## src/rtl/fp_pkg.sv

```systemverilog
`default_nettype none
// ============================================================================
// Module   : fp_pkg
// Brief    : Shared widths, FSM states, packed result word and mantissa indices
// Revision : 1.0
// ============================================================================
package fp_pkg;

  parameter int EXP_W_DEF = 5;
  parameter int MAN_W_DEF = 10;
  parameter int BIAS_DEF  = (1 << (EXP_W_DEF - 1)) - 1;

  // Carry/hidden sit above the stored fraction, so they are offsets from MAN_W
  localparam int c_mant_carry_ofs  = 3;
  localparam int c_mant_hidden_ofs = 2;
  localparam int c_mant_lsb        = 2;
  localparam int c_mant_guard      = 1;
  localparam int c_mant_sticky     = 0;

  typedef enum logic [1:0] {
    ST_IDLE  = 2'd0,
    ST_NORM  = 2'd1,
    ST_ROUND = 2'd2,
    ST_OUT   = 2'd3
  } state_t;

  typedef struct packed {
    logic                 sign;
    logic [EXP_W_DEF-1:0] exp;
    logic [MAN_W_DEF-1:0] frac;
  } fp_word_t;

endpackage
`default_nettype wire

```

## src/rtl/fp_round_rne.sv

```systemverilog
`default_nettype none
// ============================================================================
// Module   : fp_round_rne
// Brief    : Round-to-nearest-even on a normalized mantissa, carry renormalize
//            and overflow detect; purely combinational
// Revision : 1.0
// ============================================================================
module fp_round_rne
  import fp_pkg::*;
#(
  parameter int EXP_W = EXP_W_DEF,
  parameter int MAN_W = MAN_W_DEF
) (
  input  logic [MAN_W+3:0] mant,
  input  logic [EXP_W:0]   exp,
  output logic [MAN_W-1:0] frac,
  output logic [EXP_W-1:0] exp_field,
  output logic             overflow
);

  localparam int c_mw = MAN_W + 4;

  logic             w_inc;
  logic [MAN_W+1:0] w_sum;
  logic [EXP_W:0]   w_exp;
  logic             w_hidden;

  always_comb begin
    w_inc = mant[c_mant_guard] & (mant[c_mant_sticky] | mant[c_mant_lsb]);
    w_sum = mant[c_mw-1:2] + {{(MAN_W+1){1'b0}}, w_inc};
    // Rounding all-ones up spills past hidden: renormalize by one
    if (w_sum[MAN_W+1]) begin
      frac     = w_sum[MAN_W:1];
      w_hidden = 1'b1;
      w_exp    = exp + {{EXP_W{1'b0}}, 1'b1};
    end else begin
      frac     = w_sum[MAN_W-1:0];
      w_hidden = w_sum[MAN_W];
      w_exp    = exp;
    end
    exp_field = w_hidden ? w_exp[EXP_W-1:0] : '0;
    overflow  = (w_exp >= {1'b0, {EXP_W{1'b1}}});
  end

endmodule
`default_nettype wire

```

## src/rtl/fp_add_norm_pack.sv

```systemverilog
`default_nettype none
// ============================================================================
// Module   : fp_add_norm_pack
// Brief    : Adder output stage: multi-cycle normalize, RNE round, IEEE pack
// Revision : 1.0
// ============================================================================
module fp_add_norm_pack
  import fp_pkg::*;
#(
  parameter int EXP_W = EXP_W_DEF,
  parameter int MAN_W = MAN_W_DEF
) (
  input  logic               clk,
  input  logic               rst_n,
  input  logic               in_valid,
  output logic               in_ready,
  input  logic               in_sign,
  input  logic [EXP_W-1:0]   in_exp,
  input  logic [MAN_W+3:0]   in_mant,
  output logic               out_valid,
  input  logic               out_ready,
  output logic [EXP_W+MAN_W:0] out_word
);

  localparam int             c_mw     = MAN_W + 4;
  localparam int             c_carry  = MAN_W + c_mant_carry_ofs;
  localparam int             c_hidden = MAN_W + c_mant_hidden_ofs;
  localparam logic [EXP_W:0] c_exp_one = {{EXP_W{1'b0}}, 1'b1};

  state_t           r_state;
  logic             r_sign;
  logic [EXP_W:0]   r_exp;
  logic [c_mw-1:0]  r_mant;

  logic [MAN_W-1:0] w_frac;
  logic [EXP_W-1:0] w_exp_field;
  logic             w_ovf;

  fp_round_rne #(
    .EXP_W (EXP_W),
    .MAN_W (MAN_W)
  ) u_round (
    .mant      (r_mant),
    .exp       (r_exp),
    .frac      (w_frac),
    .exp_field (w_exp_field),
    .overflow  (w_ovf)
  );

  always_ff @(posedge clk) begin
    if (!rst_n) begin
      r_state   <= ST_IDLE;
      r_sign    <= 1'b0;
      r_exp     <= '0;
      r_mant    <= '0;
      in_ready  <= 1'b1;
      out_valid <= 1'b0;
      out_word  <= '0;
    end else begin
      case (r_state)
        ST_IDLE: begin
          if (in_valid) begin
            r_sign   <= in_sign;
            r_exp    <= {1'b0, in_exp};
            r_mant   <= in_mant;
            in_ready <= 1'b0;
            // Inf/NaN pass straight through with their fraction untouched
            if (&in_exp) begin
              out_word  <= {in_sign, in_exp, in_mant[MAN_W+1:2]};
              out_valid <= 1'b1;
              r_state   <= ST_OUT;
            end else begin
              r_state <= ST_NORM;
            end
          end
        end

        ST_NORM: begin
          if (r_mant[c_carry]) begin
            r_mant  <= {1'b0, r_mant[c_mw-1:2],
                        r_mant[c_mant_guard] | r_mant[c_mant_sticky]};
            r_exp   <= r_exp + c_exp_one;
            r_state <= ST_ROUND;
          end else if (r_mant == '0) begin
            out_word  <= '0;
            out_valid <= 1'b1;
            r_state   <= ST_OUT;
          end else if (r_mant[c_hidden] || (r_exp == c_exp_one)) begin
            r_state <= ST_ROUND;
          end else begin
            r_mant <= {r_mant[c_mw-2:0], 1'b0};
            r_exp  <= r_exp - c_exp_one;
          end
        end

        ST_ROUND: begin
          out_word  <= w_ovf ? {r_sign, {EXP_W{1'b1}}, {MAN_W{1'b0}}}
                             : {r_sign, w_exp_field, w_frac};
          out_valid <= 1'b1;
          r_state   <= ST_OUT;
        end

        ST_OUT: begin
          if (out_ready) begin
            out_valid <= 1'b0;
            in_ready  <= 1'b1;
            r_state   <= ST_IDLE;
          end
        end

        default: begin
          r_state <= ST_IDLE;
        end
      endcase
    end
  end

endmodule
`default_nettype wire
```

## config.mk

```make
export PLATFORM = sky130hd
export DESIGN_NAME = fp_add_norm_pack
export DESIGN_NICKNAME = d
export VERILOG_FILES = /design/src/rtl/fp_pkg.sv /design/src/rtl/fp_round_rne.sv /design/src/rtl/fp_add_norm_pack.sv
export SDC_FILE = /design/constraint.sdc
export NUM_CORES = 1
export LEC_CHECK = 0
export BUFFER_PORTS_ARGS = -buffer_cell sky130_fd_sc_hd__clkbuf_2
export CAP_MARGIN = 10
export CORE_AREA = 5 5 81 83
export DETAILED_ROUTE_END_ITERATION = 10
export DIE_AREA = 0 0 86 88
export GPL_TIMING_DRIVEN = 0
export PLACE_DENSITY = 0.91
export SETUP_SLACK_MARGIN = 0.1
export SLEW_MARGIN = 20
export SYNTH_ARGS = -nofsm -noshare
export SYNTH_HDL_FRONTEND = slang
export SYNTH_SLANG_ARGS = --single-unit
```

## constraint.sdc

```tcl
create_clock -name clk -period 4 [get_ports clk]
set_input_delay 0.8 -clock clk [delete_from_list [all_inputs] [get_ports clk]]
set_output_delay 0.8 -clock clk [all_outputs]
set_load 0.01 [all_outputs]
```

==> results of run 1 <==
-- power groups by stage --
stage / Clock [mW] / Sequential, mW / Combinational [mW]
4_1_cts: 0.293 / 0.695 / 1.99
2_1_floorplan: 0 / 0.699 / 1.45
3_3_place_gp: 0 / 0.697 / 1.92
6_report: 0.291 / 0.701 / 2.04
3_5_place_dp: 0 / 0.703 / 1.98
5_1_grt: 0.311 / 0.718 / 2.19
-- critical path, delay by kind of cell, from the launching register on --
| family | cells | cell delay (ps) |
|---|---|---|
| AOI/OAI and AO/OA | 3 | 1090 |
| and+or+nand+nor | 1 | 50 |
| buffers and inverters | 3 | 870 |
| DFF | 1 | 340 |
| adders and majority gates | 1 | 220 |
| muxes | 1 | 220 |
-- layout make-up --
type                            count  area, um^2
Clock buffer                        5        68.8
Inverter                           11        41.3
Sequential cell                    41         821
Buffer                             41         229
Fill cell                         502        2050
Multi-Input combinational cell    324        2250
Clock inverter                      3        21.3
Timing Repair Buffer               41         205
Tap cell                           75        93.8
-- kinds of logic after synthesis --
logic type | count (synthesis) | synth area share
adder cells (fa/ha/maj) | 8 | 0.0300
XOR/XNOR | 10 | 0.0318
AO/OA/AOI/OAI | 143 | 0.314
AND/OR/NAND/NOR | 161 | 0.292
multiplexers | 2 | 0.00599
buffers and inverters | 52 | 0.0809
flip-flops | 41 | 0.246
-- synth_stat cells (2+ instances only) --
master | n | area [um^2]
dfxtp_1 | 41 | 821
a21oi_1 | 38 | 190
nor2_1 | 36 | 135
nand2_1 | 27 | 101
clkbuf_1 | 21 | 78.8
nand3_1 | 20 | 100
o21ai_0 | 17 | 85.1
a211oi_1 | 14 | 105
and3_1 | 13 | 81.3
nor3_1 | 11 | 55.1
a221oi_1 | 10 | 87.6
o211ai_1 | 10 | 75.1
inv_1 | 9 | 33.8
buf_2 | 8 | 40.0
ha_1 | 8 | 100
nor3b_2 | 8 | 100
o22ai_1 | 8 | 50.1
buf_6 | 7 | 78.8
nand2b_1 | 7 | 43.8
nand4_1 | 6 | 37.5
a21boi_0 | 5 | 37.5
and4_1 | 5 | 43.8
xor2_1 | 5 | 43.8
nor3b_1 | 4 | 30.0
xnor2_1 | 4 | 35.0
a211o_1 | 3 | 26.3
a311oi_1 | 3 | 26.3
a31oi_1 | 3 | 18.8
buf_4 | 3 | 22.5
nor2b_1 | 3 | 18.8
nor4_4 | 3 | 63.8
o311a_1 | 3 | 30.0
o31ai_1 | 3 | 22.5
a22oi_1 | 2 | 15.0
a32oi_1 | 2 | 17.5
and2_1 | 2 | 12.5
mux2i_1 | 2 | 20.0
nand3b_1 | 2 | 15.0
o21a_1 | 2 | 15.0
o31a_1 | 2 | 17.5
or2_2 | 2 | 12.5
or3_1 | 2 | 12.5
-- cell usage in the layout (no fill, tap or decap), drive strengths merged, types with 11 or more instances in the layout --
cell,n
a211oi,15
a21oi,39
and3,13
buf,19
clkbuf,68
dfxtp,41
inv,11
nand2,28
nand3,22
nor2,38
nor3,13
nor3b,12
o21ai,18
-- per-layer routing --
layer,vias up,global-route usage,part of all wire
met1,1720,0.364,0.40
met2,273,0.481,0.46
met5,-,0,0
met3,44,0.0480,0.11
li1,1670,-,-
met4,0,0.111,0.033
-- registers in the layout, summed over array words and instances, names as in the netlist --
signal / cells
r_sign: 1
r_mant: 14
r_state: 2
r_exp: 6
out_word: 16
in_ready: 1
out_valid: 1
-- worst max-delay path by stage --
| stage | depth (start not counted) | to | slack [ps] |
|---|---|---|---|
| final | 9 | r_mant[12] | 1080 |
| after global placement | 9 | r_mant[12] | 1250 |
| after CTS | 9 | r_mant[12] | 1150 |
| after floorplan | 7 | out_word[6] | 1760 |
| after detailed placement | 9 | r_mant[12] | 1200 |
| after global routing | 9 | r_mant[12] | 940 |
==> impl_metrics.tcl, run 1 <==
set metrics [dict create \
    outcome "finished, final reports clean" \
    die_w_um 86 \
    grt_pass1_wl_um 16900 \
    gr-total-overflow 0 \
    place_area_um2 3640 \
    p_sw_frac 0.538 \
    hold_path_startpoint "r_sign" \
    async_flop_share 0 \
    holdCritPathClass "flop to flop" \
    crit_arrival_ps 3100 \
    ys_seq_area_frac 0.246 \
    fin_area_um2 3730 \
    leakagePower_nw 1.45 \
    fin_crit_ps 2920 \
    reg2reg_setup_slack_ps 1080 \
    rows 28 \
    ant_nets 0 \
    cp_slowest_cell "a21oi_2" \
    gp_congestion 1.04 \
    syn_area_um2 3340 \
    die_h_um 88 \
    antenna_found_initial 0 \
    yosys_warnings 0 \
    final_net_count 497 \
    comb_power_share 0.674 \
    fin_crit_sh 0.731 \
    cpPeakStageDelay_ps 470 \
    critical_path_required_ps 4170 \
    ys_seq_elements 41 \
    area_growth_pct 11.6 \
    pwr_density_cell_nw_per_um2 814 \
    post-cts-setup-buffers 0 \
    end_kind "flop" \
    pre_cts_slack_ps 1200 \
    hold_buffers 0 \
    holdPathStages 2 \
    clock_power_share 0.096 \
    start_util 0.578 \
    synth_ff_type "dfxtp_1" \
    core_um2 5780 \
    seq_power_share 0.231 \
    hold_viol_final 0 \
    layout-drive-gt1-share 0.215 \
    skew_ps 11.7 \
    cp_max_fo 10 \
    drtPass1Iterations 5 \
    rsz0062_at_grt "no" \
    syn_inst 417 \
    r2r-end "r_mant[12]" \
    ios 42 \
    maxSlewViolCount 0 \
    grt_usage 0.286 \
    clkTransAtPathRegs_ps 90 \
    timing.max_cap.violations 0 \
    clk_latency_ps 310 \
    netSwitchingPower_mw 1.63 \
    root_buffer "clkbuf_8" \
    htreeDepth 2 \
    synth_nets 449 \
    slew_headroom 0.485 \
    max_freq_mhz 342 \
    cts-resized-gates 0 \
    power_mw 3.04 \
    p_int_mw 1.40 \
    start_kind "flop" \
    worstReg2RegStart "r_exp[1]" \
    syn_avg_cell_area_um2 8.01 \
    tightestPinTransition_ps 772 \
    synth_edf_count 0 \
    tritoncts "built" \
    hold_end "r_sign" \
    rr_worst_depth 9 \
    crit_type "flop to flop" \
    crit_chain "clkbuf_1 -> inv_1 -> ha_1 -> a21oi_1 -> o21ai_0 -> a21oi_2 -> buf_2 -> mux2i_1 -> nor2_1" \
    cp-startpoint "r_exp[1]" \
    num_vias 3707 \
    clock_path_buffers 2 \
    n_antenna_cell 0 \
    portBuffers 41 \
    fp.dieArea_um2 7570 \
    synth_cell_types 75 \
    grt_max_degree 15 \
    finalNonFillerCells 541 \
    dpl.cell_count 533 \
    fin_util 0.645 \
    fin_ws_ps 1080 \
    setup_violations 0 \
    clock-sinks 41 \
    drc 0 \
    wl_per_cell_um 20.0 \
    vdd_ir_drop_max_mv 0.646 \
    drt_iter0_drc 408 \
    wl_um 10800 \
    dpl.hpwl_um 7970 \
    whs_ps 487 \
    viasPerCell 6.85 \
    final.setup.tns_ps 0 \
    numCtsBuffers 5 \
    grt_pass1_vias 3315 \
]
No activity file was read; power rests on OpenSTA's default activity.
==> run 2, diff against run 1 <==
- ABC_AREA: default -> 1
- CORE_AREA: 5 5 81 83 -> 5 5 83 85
- DIE_AREA: 0 0 86 88 -> 0 0 88 90
- PLACE_DENSITY: 0.91 -> 0.86
- clock period: 4 -> 2.6 ns (I/O delays scaled with it)
==> run 2 against run 1 <==
Compared with the run above: synthesized cell count is 16% higher; critical path depth up 1; first-iteration DRC count shrank 41%; clock skew is 8.0 ps lower; area after synthesis decreased by 7.2%; count of clock-buffer cells in the layout did not move; worst hold slack got worse by 33 ps.
==> impl_metrics.tcl, run 2 <==
set metrics [dict create \
    outcome "finished, final reports clean" \
    dpl.hpwl_um 6830 \
    cp_max_fo 10 \
    largest_register "out_word" \
    synth_cell_types 39 \
    final_net_count 561 \
    skew_ps 3.67 \
    drc 0 \
    critical_path_required_ps 2840 \
    crit_type "flop to flop" \
    synth.most_common_cell "nand2_1" \
    maxSlewViolCount 0 \
    whs_ps 454 \
    power_mw 4.62 \
    die_w_um 88 \
    setup_violations 0 \
    dpl.cell_count 599 \
    largest_register_ff_count 16 \
    hold_viol_final 0 \
    crit_top_cell "inv_1" \
    htreeDepth 2 \
    clkTransAtPathRegs_ps 90 \
    syn_avg_cell_area_um2 6.43 \
    vdd_ir_drop_max_mv 0.672 \
    syn_inst 482 \
    layout_commonest_cell "nand2_1" \
    wl_per_cell_um 14.3 \
    fin_crit_ps 2250 \
    grt_pass1_vias 3082 \
    synth_nets 514 \
    tightestPinTransition_ps 553 \
    crit_arrival_ps 2490 \
    layout_common_cells "nand2_1, inv_1, nor2_1" \
    pwr_density_cell_nw_per_um2 1310 \
    clk_latency_ps 300 \
    clock_path_buffers 2 \
    start_kind "flop" \
    synth_area_leaders "dfxtp_1, nand2_1, inv_1, a21oi_1, nor2_1" \
    ios 42 \
    portBuffers 40 \
    tritoncts "built" \
    ys_seq_area_frac 0.265 \
    fp.dieArea_um2 7920 \
    ant_nets 0 \
    syn_area_um2 3100 \
    synth_edf_count 0 \
    cpPeakStageDelay_ps 390 \
    cp_slowest_cell "dfxtp_1" \
    fin_crit_sh 0.866 \
    drt_iter0_drc 239 \
    timing.max_cap.violations 0 \
    hold_buffers 0 \
    viasPerCell 5.43 \
    post-cts-setup-buffers 0 \
    antenna_found_initial 0 \
    reg.largest.list "out_word: 16 flops, r_mant: 14 flops, r_exp: 6 flops" \
    yosysTopAreaCell "dfxtp_1" \
    ys_seq_elements 41 \
    cts-resized-gates 0 \
    end_kind "flop" \
    num_vias 3298 \
    final.setup.tns_ps 0 \
    holdCritPathClass "flop to flop" \
    core_um2 6130 \
    die_h_um 90 \
    yosys_warnings 0 \
    start_util 0.506 \
    numCtsBuffers 5 \
    grt_max_degree 14 \
    wl_um 8670 \
    layout-drive-gt1-share 0.191 \
    reg2reg_setup_slack_ps 350 \
    rsz0062_at_grt "no" \
    drtPass1Iterations 5 \
    synth_top_cell_area_share 0.265 \
    grt_pass1_wl_um 14500 \
    synth_ff_type "dfxtp_1" \
    grt_usage 0.227 \
    gp_congestion 0.936 \
    finalNonFillerCells 607 \
    rows 29 \
    max_freq_mhz 444 \
    gr-total-overflow 0 \
    async_flop_share 0 \
    area_growth_pct 13.9 \
    clock-sinks 41 \
    ys_top_cells_by_count "nand2_1, inv_1, nor2_1, a21oi_1, dfxtp_1" \
    leakagePower_nw 1.66 \
    crit_chain "inv_1 -> ha_1 -> buf_2 -> nand2_1 -> inv_1 -> clkbuf_1 -> o21ai_0 -> a21oi_1 -> nand3_2 -> a21oi_2" \
    n_antenna_cell 0 \
    root_buffer "clkbuf_8" \
    slew_headroom 0.631 \
]
run 2: cell count changes after synthesis, moves of 10 or more:
cell,before,now
nor2_1,36,57
a211oi_1,14,0
nand2_1,27,94
clkbuf_1,21,11
o21ai_0,17,39
inv_1,9,68
and3_1,13,0
run 2: final cells by class:
class / instances / area, um^2
Tap cell: 77 / 96.3
Timing Repair Buffer: 40 / 200
Multi-Input combinational cell: 347 / 1880
Buffer: 25 / 138
Inverter: 69 / 259
Sequential cell: 41 / 821
Clock buffer: 5 / 68.8
Clock inverter: 3 / 65.1
Fill cell: 602 / 2600
run 2: final timing paths:
kind | start | end | depth (start not counted)
setup / recovery | r_state[0] | out_word[3] | 10
hold / removal | r_sign | r_sign | 2
setup reg to reg | r_state[0] | out_word[3] | 10
hold reg to reg | r_sign | r_sign | 2
run 2: worst max-delay path: cells and delay by family, from the launching register on:
kind | cells | cell delay (ps)
and+or+nand+nor | 2 | 350
AOI/OAI and AO/OA | 3 | 440
buffers and inverters | 4 | 720
DFF | 1 | 390
adders and majority gates | 1 | 280
run 2: kinds of logic (layout without fill, tap and decap cells):
family	after synthesis	count (layout)	share of synthesized area
AND/OR/NAND/NOR	209	209	0.319
AO/OA/AOI/OAI	120	120	0.228
buffers and inverters	94	142	0.128
flip-flops	41	41	0.265
XOR/XNOR	10	10	0.0282
adder cells (fa/ha/maj)	8	8	0.0323
run 2: power by group:
| part | total [mW] | internal [mW] | switching, mW |
|---|---|---|---|
| registers | 1.21 | 0.939 | 0.266 |
| logic | 2.79 | 0.934 | 1.86 |
| clock network | 0.628 | 0.382 | 0.246 |
| total | 4.62 | 2.26 | 2.37 |
run 2: per-stage QoR:
stage	setup WS (ps)	util	cell area, um^2
after floorplan	751	-	3100
after global placement	407	0.554	3400
after detailed placement	386	0.554	3400
after CTS	365	0.576	3530
after global routing	116	0.576	3530
final	348	0.576	3530
run 2: layer usage:
layer  vias to the layer above  wire length [um]  part of all wire  global-route usage
met3                        17               490             0.057              0.0384
met5                         -                 0                 0                   0
li1                       1658                 -                 -                   -
met1                      1517              3920              0.45               0.304
met2                       106              4050              0.47               0.366
met4                         0               204             0.024              0.0754
